$ cat src/rtl/rr_interconnect_if.sv
// Bus bundle between N masters, the round-robin interconnect and one slave.
// Modports: ic (interconnect), master (requester view), slave (target view).
interface rr_interconnect_if #(
    parameter int NUM_MASTERS = 4,
    parameter int REQ_DW      = 50,
    parameter int RSP_DW      = 26,
    parameter int SELW        = $clog2(NUM_MASTERS)
);
    logic [NUM_MASTERS-1:0]        M_req;
    logic [NUM_MASTERS*REQ_DW-1:0] M_data;
    logic [NUM_MASTERS-1:0]        M_ack;
    logic [RSP_DW-1:0]             M_rsp;
    logic                          M_err;
    logic                          S_req;
    logic [REQ_DW-1:0]             S_data;
    logic                          S_ack;
    logic [RSP_DW-1:0]             S_rsp;
    logic [SELW-1:0]               Select;
    logic                          BUSY;

    modport ic (
        input  M_req, M_data, S_ack, S_rsp,
        output M_ack, M_rsp, M_err, S_req, S_data, Select, BUSY
    );

    modport master (
        output M_req, M_data,
        input  M_ack, M_rsp, M_err, Select, BUSY
    );

    modport slave (
        input  S_req, S_data, Select,
        output S_ack, S_rsp
    );
endinterface

$ cat src/rtl/rr_interconnect.sv
// N-master / single-slave req/ack interconnect: round-robin grant, latched
// payload/response, slave watchdog. Ports: CLK, RSTn (sync, active low), bus (ic).
module rr_interconnect #(
    parameter int NUM_MASTERS = 4,
    parameter int REQ_DW      = 50,
    parameter int RSP_DW      = 26,
    parameter int TIMEOUT     = 64,
    localparam int SELW       = $clog2(NUM_MASTERS)
) (
    input  logic           CLK,
    input  logic           RSTn,
    rr_interconnect_if.ic  bus
);

    typedef enum logic [1:0] {IDLE, WAIT, RESP} state_t;

    localparam int CNTW = (TIMEOUT > 2) ? $clog2(TIMEOUT) : 1;
    localparam logic [CNTW-1:0] TO_LAST =
        (TIMEOUT == 0) ? '0 : CNTW'(TIMEOUT - 1);
    localparam logic [SELW-1:0] LAST_RST = SELW'(NUM_MASTERS - 1);

    state_t                 state_q;
    logic [SELW-1:0]        last_q;
    logic [SELW-1:0]        sel_q;
    logic [CNTW-1:0]        cnt_q;
    logic [NUM_MASTERS-1:0] ack_q;
    logic [RSP_DW-1:0]      rsp_q;
    logic                   err_q;
    logic                   sreq_q;
    logic [REQ_DW-1:0]      sdata_q;
    logic                   busy_q;

    logic [REQ_DW-1:0]      mdat [NUM_MASTERS];
    logic                   win_vld_d;
    logic [SELW-1:0]        win_idx_d;
    logic [SELW-1:0]        cand;
    int                     idx;

    for (genvar g = 0; g < NUM_MASTERS; g++) begin : g_unpack
        assign mdat[g] = bus.M_data[g*REQ_DW +: REQ_DW];
    end

    // Walk candidates farthest-first so the one nearest to last_q+1
    // overwrites the others and wins.
    always_comb begin
        win_vld_d = 1'b0;
        win_idx_d = '0;
        idx       = 0;
        cand      = '0;
        for (int i = NUM_MASTERS; i >= 1; i--) begin
            idx  = (int'(last_q) + i) % NUM_MASTERS;
            cand = SELW'(idx);
            if (bus.M_req[cand]) begin
                win_vld_d = 1'b1;
                win_idx_d = cand;
            end
        end
    end

    always_ff @(posedge CLK) begin
        if (!RSTn) begin
            state_q <= IDLE;
            last_q  <= LAST_RST;
            sel_q   <= '0;
            cnt_q   <= '0;
            ack_q   <= '0;
            rsp_q   <= '0;
            err_q   <= 1'b0;
            sreq_q  <= 1'b0;
            sdata_q <= '0;
            busy_q  <= 1'b0;
        end else begin
            ack_q <= '0;
            unique case (state_q)
                IDLE: begin
                    if (win_vld_d) begin
                        sel_q   <= win_idx_d;
                        sdata_q <= mdat[win_idx_d];
                        sreq_q  <= 1'b1;
                        cnt_q   <= '0;
                        busy_q  <= 1'b1;
                        state_q <= WAIT;
                    end
                end
                WAIT: begin
                    if (bus.S_ack) begin
                        rsp_q   <= bus.S_rsp;
                        err_q   <= 1'b0;
                        sreq_q  <= 1'b0;
                        ack_q   <= NUM_MASTERS'(1) << sel_q;
                        state_q <= RESP;
                    end else if (TIMEOUT != 0 && cnt_q == TO_LAST) begin
                        rsp_q   <= '0;
                        err_q   <= 1'b1;
                        sreq_q  <= 1'b0;
                        ack_q   <= NUM_MASTERS'(1) << sel_q;
                        state_q <= RESP;
                    end else begin
                        cnt_q <= cnt_q + 1'b1;
                    end
                end
                RESP: begin
                    last_q  <= sel_q;
                    err_q   <= 1'b0;
                    busy_q  <= 1'b0;
                    state_q <= IDLE;
                end
                default: state_q <= IDLE;
            endcase
        end
    end

    assign bus.M_ack  = ack_q;
    assign bus.M_rsp  = rsp_q;
    assign bus.M_err  = err_q;
    assign bus.S_req  = sreq_q;
    assign bus.S_data = sdata_q;
    assign bus.Select = sel_q;
    assign bus.BUSY   = busy_q;

endmodule

$ cat src/flat_wrapper.sv
// flat-port wrapper written by rule: the top's interface ports become plain ports
module rr_interconnect_flat 
#(
    parameter int NUM_MASTERS = 4,
    parameter int REQ_DW      = 50,
    parameter int RSP_DW      = 26,
    parameter int TIMEOUT     = 64,
    localparam int SELW       = $clog2(NUM_MASTERS)
)
  (CLK, RSTn, bus_M_req, bus_M_data, bus_S_ack, bus_S_rsp, bus_M_ack, bus_M_rsp, bus_M_err, bus_S_req, bus_S_data, bus_Select, bus_BUSY);
  rr_interconnect_if #(.NUM_MASTERS(NUM_MASTERS), .REQ_DW(REQ_DW), .RSP_DW(RSP_DW)) bus_i ();
  input  logic CLK;
  input  logic RSTn;
  input wire logic [$bits(bus_i.M_req)-1:0] bus_M_req;
  input wire logic [$bits(bus_i.M_data)-1:0] bus_M_data;
  input wire logic [$bits(bus_i.S_ack)-1:0] bus_S_ack;
  input wire logic [$bits(bus_i.S_rsp)-1:0] bus_S_rsp;
  output wire logic [$bits(bus_i.M_ack)-1:0] bus_M_ack;
  output wire logic [$bits(bus_i.M_rsp)-1:0] bus_M_rsp;
  output wire logic [$bits(bus_i.M_err)-1:0] bus_M_err;
  output wire logic [$bits(bus_i.S_req)-1:0] bus_S_req;
  output wire logic [$bits(bus_i.S_data)-1:0] bus_S_data;
  output wire logic [$bits(bus_i.Select)-1:0] bus_Select;
  output wire logic [$bits(bus_i.BUSY)-1:0] bus_BUSY;
  assign bus_i.M_req = bus_M_req;
  assign bus_i.M_data = bus_M_data;
  assign bus_i.S_ack = bus_S_ack;
  assign bus_i.S_rsp = bus_S_rsp;
  assign bus_M_ack = bus_i.M_ack;
  assign bus_M_rsp = bus_i.M_rsp;
  assign bus_M_err = bus_i.M_err;
  assign bus_S_req = bus_i.S_req;
  assign bus_S_data = bus_i.S_data;
  assign bus_Select = bus_i.Select;
  assign bus_BUSY = bus_i.BUSY;
  rr_interconnect #(.NUM_MASTERS(NUM_MASTERS), .REQ_DW(REQ_DW), .RSP_DW(RSP_DW), .TIMEOUT(TIMEOUT)) u_core (.CLK(CLK), .RSTn(RSTn), .bus(bus_i));
endmodule
$ cat config.mk
export PLATFORM = sky130hd
export DESIGN_NAME = rr_interconnect_flat
export DESIGN_NICKNAME = d
export VERILOG_FILES = /design/src/rtl/rr_interconnect_if.sv /design/src/rtl/rr_interconnect.sv /design/src/flat_wrapper.sv
export SDC_FILE = /design/constraint.sdc
export NUM_CORES = 1
export LEC_CHECK = 0
export ABC_AREA = 1
export CAP_MARGIN = 20
export CORE_AREA = 2 2 125 127
export CTS_CLUSTER_DIAMETER = 100
export DETAILED_ROUTE_END_ITERATION = 16
export DIE_AREA = 0 0 127 129
export PLACE_DENSITY = 0.89
export SETUP_SLACK_MARGIN = 0.5
export SYNTH_ARGS = -nofsm -noshare
export SYNTH_HDL_FRONTEND = slang
export SYNTH_SLANG_ARGS = --single-unit
export TNS_END_PERCENT = 10
$ cat constraint.sdc
create_clock -name CLK -period 3.48 [get_ports CLK]
set_input_delay 0.696 -clock CLK [delete_from_list [all_inputs] [get_ports CLK]]
set_output_delay 0.696 -clock CLK [all_outputs]
set_load 0.02 [all_outputs]
==> results of run 1 <==
[synthesized netlist by cell type (all sizes together)]
cell type  count  area, um^2
nand3        243        1220
nand2        217         876
dfxtp         95        1900
a21oi         86         430
o21ai         53         265
buf           48         299
nor2          26         105
inv           20        77.6
clkbuf        19        71.3
and3           5        31.3
ha             4        50.1
clkinv         2        7.51
nand3b         2        27.5
nor3b          2        15.0
nor4           2        12.5
or2            2        12.5
xor2           2        17.5
a211oi         1        7.51
a21boi         1        18.8
a311oi         1        8.76
a31o           1        8.76
nand4          1        6.26
or3            1        6.26
[worst max path at each step]
stage / from / endpoint
2_1_floorplan: bus_M_req[3] / u_core.bus.S_data[20]
3_3_place_gp: bus_M_req[1] / u_core.bus.S_data[2]
3_5_place_dp: bus_M_req[1] / u_core.bus.S_data[39]
4_1_cts: bus_M_req[1] / u_core.bus.S_data[39]
5_1_grt: bus_M_req[1] / u_core.bus.S_data[14]
6_report: bus_M_req[3] / u_core.bus.S_data[46]
[cell usage in the layout, fill, tap and decap left out, types with 2 or more instances in the layout]
cell / instances
a21oi_1: 86
and3_1: 5
buf_12: 4
buf_4: 7
clkbuf_16: 9
clkdlybuf4s50_1: 316
clkinv_1: 2
dfxtp_1: 95
ha_1: 4
inv_1: 17
inv_2: 2
inv_6: 2
nand2_1: 204
nand2_2: 9
nand2_4: 3
nand3_1: 241
nor2_1: 25
nor3b_1: 2
nor4_1: 2
o21ai_0: 51
o21ai_1: 2
xor2_1: 2
[layer usage]
layer	GRT usage	routed length (um)	vias up
met5	0	0	-
met4	0.0879	522	0
met3	0.0541	1660	38
met2	0.454	10800	326
met1	0.276	7750	3114
li1	-	-	3390
[registers in the layout (all words and copies together) (netlist names)]
name,cells
u_core.bus.S_data,50
u_core.bus.M_rsp,26
u_core.cnt_q,6
u_core.bus.M_ack,4
u_core.bus.Select,2
u_core.last_q,2
u_core.state_q,2
u_core.bus.BUSY,1
u_core.bus.M_err,1
u_core.bus.S_req,1
[layout make-up]
| cell class | instances | area share |
|---|---|---|
| clock buffers | 11 | 0.0272 |
| well taps | 188 | 0.0263 |
| flip-flops and latches | 95 | 0.213 |
| multi-input cells | 650 | 0.351 |
| inverters | 22 | 0.00952 |
| clock inverters | 5 | 0.00434 |
| repair buffers | 328 | 0.369 |
[metrics by stage]
stage	utilization	hold slack [ps]	cells	power (mW)
floorplan	-	454	834	2.68
global placement	0.578	445	1283	3.54
detailed placement	0.578	454	1283	3.57
CTS	0.597	465	1299	4.53
global route	0.597	479	1299	4.78
finish	0.597	459	1299	4.51
[power groups by stage]
stage	Combinational [mW]	Sequential (mW)	Clock, mW
5_1_grt	2.34	1.43	1.01
3_3_place_gp	2.12	1.42	0
3_5_place_dp	2.15	1.42	0
4_1_cts	2.16	1.40	0.971
6_report	2.15	1.40	0.950
2_1_floorplan	1.05	1.63	0
[cell families after synthesis]
| family | synth area share |
|---|---|
| AO/OA/AOI/OAI | 0.135 |
| buffers and inverters | 0.0831 |
| adder cells (fa/ha/maj) | 0.00914 |
| flip-flops | 0.347 |
| AND/OR/NAND/NOR | 0.422 |
| XOR/XNOR | 0.00320 |
[critical path, cell delays in order]
cell	delay, ps
clkdlybuf4s50_1	480
inv_1	50
o21ai_1	170
nand2_1	100
nand2_1	80
nand2_2	100
nand3_2	300
buf_4	400
nand3_1	140
nand3_1	80
nand2_1	50
a21oi_1	120
==> impl_metrics.ini, run 1 <==
[hold_path]
hold_path_startpoint = u_core.bus.S_req
hp-class = register to register
hold_path_end = u_core.bus.S_req
hold_depth = 2

[drt]
drt_iter0_markers = 417
wl_per_cell_um = 16.0
ant_nets = 0
drc = 0
routed_wl_mm = 20.7
vias = 6868
vias_per_cell = 5.29
drt_first_pass_iters = 5

[grt]
grt_antenna_before_repair = 0
grt_pass1_wl_mm = 31.9
grt_pass1_vias = 6290
grt_max_degree = 97
grt.overflow.total = 0
grt_use_total = 0.245

[flow_run]
maxCapViolations = 0

[timing]
drv_slew = 0
fmax_mhz = 396
fin_setup_tns_ps = 0
setup_violations = 0
maxSlewHeadroom = 0.526
fin_skew_ps = 9.60
fin_crit_sh = 0.726
rsz0062_at_grt = no
hold_violations = 0
setup_ws_ps = 953
period_needed_ps = 2530
worst_pin_slew_ps = 706

[setup_path]
arrival_ps = 2790
r2r-start = u_core.last_q[0]
critPathKind = input port to register
ff2ff_path_depth = 12
crit_fanout = 31
startpoint_type = input port
crit-reg2reg-capture = u_core.bus.S_data[39]
worstPathRequired_ps = 3750
end_kind = register
reg2reg_setup_slack_ps = 1080

[power]
clockPowerShare = 0.211
switching_share = 0.394
ir_worst_vdd_uv = 301
power.density_nw_per_um2 = 504
switchingPower_mw = 1.78
power_frac_comb = 0.478
p_leak_nw = 3.66
power_frac_seq = 0.311
p_int_mw = 2.73

[final_layout]
num-fill-cells = 1380
ff_latch_area_um2 = 1900
syn2layout_area_growth_pct = 63.2
finalNetCount = 1343
fin_area_um2 = 8940
multi_input_area_um2 = 3130
diodes = 0
drive_above_1_share = 0.0450

[placement]
globalplace.congestion = 0.870
place_area_um2 = 8660
hpwl_mm = 15.4
dp_slack_ps = 615
port_buffers = 317

[clock_tree]
cts_resized = 0
clk_latency_ps = 340
clkSinkCount = 95
cts_tree = built
clk_path_buf_depth = 2
cts_root_buf = clkbuf_16
postCtsSetupBuffers = 0
cts-buffers-inserted = 9
path_clk_slew_ps = 70
postCtsHoldBufs = 0
h-tree-depth = 3

[floorplan]
die_y_um = 129
rows = 45
design.die.area_um2 = 16400
coreArea_um2 = 15000
ioPinCount = 318
die_x_um = 127
start_util = 0.366

[synthesis]
ys_seq_area_frac = 0.347
ys_ff_latch = 95
synthCells = 834
synth.distinct_cells = 35
avgSynthCellArea_um2 = 6.57
syn_nets = 1071
synth_area_um2 = 5480
yosysWarningCount = 0

[outcome]
status = completed
(Power assumes the default switching activity.)
==> run 2: changes to the inputs <==
- CORE_AREA: 2 2 125 127 -> 2 2 122 124
- DIE_AREA: 0 0 127 129 -> 0 0 124 126
- PLACE_DENSITY: 0.89 -> 0.92
- clock period: 3.48 -> 2.6 ns (I/O delays scaled with it)
==> run 2 against run 1 <==
- clock skew down 2.7 ps
- combinational power is 61% higher
- global-route usage up 1.7 points
- routed wire length up 16%
- first-iteration DRC count rose by 40%
- non-clock buffer count grew 30
- critical endpoint is now u_core.bus.S_data[9]
==> impl_metrics.ini, run 2 (synthesis gave the netlist of run 1 again) <==
[timing]
fin_crit_sh = 0.761
fin_skew_ps = 6.87
rsz0062_at_grt = yes
fmax_mhz = 505
maxSlewHeadroom = 0.514
period_needed_ps = 1980
drv_slew = 0
hold_violations = 0
setup_violations = 0
fin_setup_tns_ps = 0
worst_pin_slew_ps = 724

[drt]
wl_per_cell_um = 18.0
drt_first_pass_iters = 6
routed_wl_mm = 23.9
ant_nets = 0
drt_iter0_markers = 582
vias_per_cell = 5.50
vias = 7298
drc = 0

[grt]
grt.overflow.total = 0
grt_max_degree = 61
grt_use_total = 0.261
grt_antenna_before_repair = 1
grt_pass1_wl_mm = 31.9
grt_pass1_vias = 6511

[setup_path]
critPathKind = register to register
worstPathRequired_ps = 2820
crit_fanout = 17
end_kind = register
arrival_ps = 2200
reg2reg_setup_slack_ps = 620
startpoint_type = register

[floorplan]
die_x_um = 124
design.die.area_um2 = 15600
ioPinCount = 318
start_util = 0.383
coreArea_um2 = 14300
rows = 44
die_y_um = 126

[final_layout]
finalNetCount = 1374
largest_reg_flops = 50
fin_util = 0.676
mostFrequentLayoutCells = 312 x clkdlybuf4s50_1, 238 x nand3_1, 197 x nand2_1
final_common_cell = clkdlybuf4s50_1
syn2layout_area_growth_pct = 76.8
drive_above_1_share = 0.0867

[placement]
hpwl_mm = 16.0
globalplace.congestion = 0.913
port_buffers = 317

[clock_tree]
cts_tree = built
path_clk_slew_ps = 70
cts_root_buf = clkbuf_16
clk_path_buf_depth = 2
h-tree-depth = 3
clk_latency_ps = 340
cts-buffers-inserted = 9
clkSinkCount = 95
postCtsHoldBufs = 0

[outcome]
status = completed

[power]
p_leak_nw = 4.06
ir_worst_vdd_uv = 334
power.density_nw_per_um2 = 700

[hold_path]
hp-class = register to register

[flow_run]
maxCapViolations = 0
## run 2: critical path, stage by stage, from the launching register on
cell and delay, ps:
dfxtp_1 440, inv_1 130, nand2_1 80, nand2_1 80, nand2_2 110, nand3_1 140
nand3_2 140, nand2_1 90, nand2_2 100, buf_4 260, nand3_1 140, nand2_1 90
a21oi_1 60
## run 2: per-stage QoR
step | cells | hold slack (ps) | instance area, um^2 | worst slack, ps | power [mW]
after floorplan | 834 | 454 | 5480 | 849 | 3.59
after global placement | 1292 | 434 | 8810 | 148 | 4.85
after detailed placement | 1292 | 453 | 8810 | 98.0 | 4.92
after CTS | 1308 | 463 | 9140 | 372 | 6.38
after global routing | 1327 | 484 | 9680 | 456 | 7.13
final | 1327 | 461 | 9680 | 621 | 6.78
## run 2: final timing paths
| check | from | to | cells after the start |
|---|---|---|---|
| max | u_core.last_q[1] | u_core.bus.S_data[9] | 12 |
| min reg2reg | u_core.bus.M_rsp[15] | u_core.bus.M_rsp[15] | 2 |
| min | u_core.bus.M_rsp[15] | u_core.bus.M_rsp[15] | 2 |
| max reg2reg | u_core.last_q[1] | u_core.bus.S_data[9] | 12 |
## run 2: per-layer routing
layer,GRT usage,up-vias,share of wire
li1,-,3457,-
met1,0.280,3297,0.36
met2,0.476,465,0.51
met3,0.0589,79,0.098
met4,0.127,0,0.038
met5,0,-,0
## run 2: what timing repair did
item                       in CTS  in global routing
resized for setup               1                 52
pin swaps                       0                 12
gates cloned                    0                 12
setup endpoints to repair      72                 82
setup buffers                   0                  6
## run 2: power by group
group | internal [mW] | switching [mW]
sequential | 1.72 | 0.148
combinational | 1.60 | 1.85
clock | 0.876 | 0.581
total | 4.20 | 2.58
## run 2: final cells by class
| cell class | count | area, um^2 |
|---|---|---|
| multi-input cells | 651 | 3230 |
| clock inverters | 4 | 77.6 |
| inverters | 22 | 91.3 |
| repair buffers | 358 | 3900 |
| diodes | 1 | 2.50 |
| fillers | 1189 | 4630 |
| flip-flops and latches | 95 | 1910 |
| clock buffers | 12 | 246 |
| well taps | 184 | 230 |
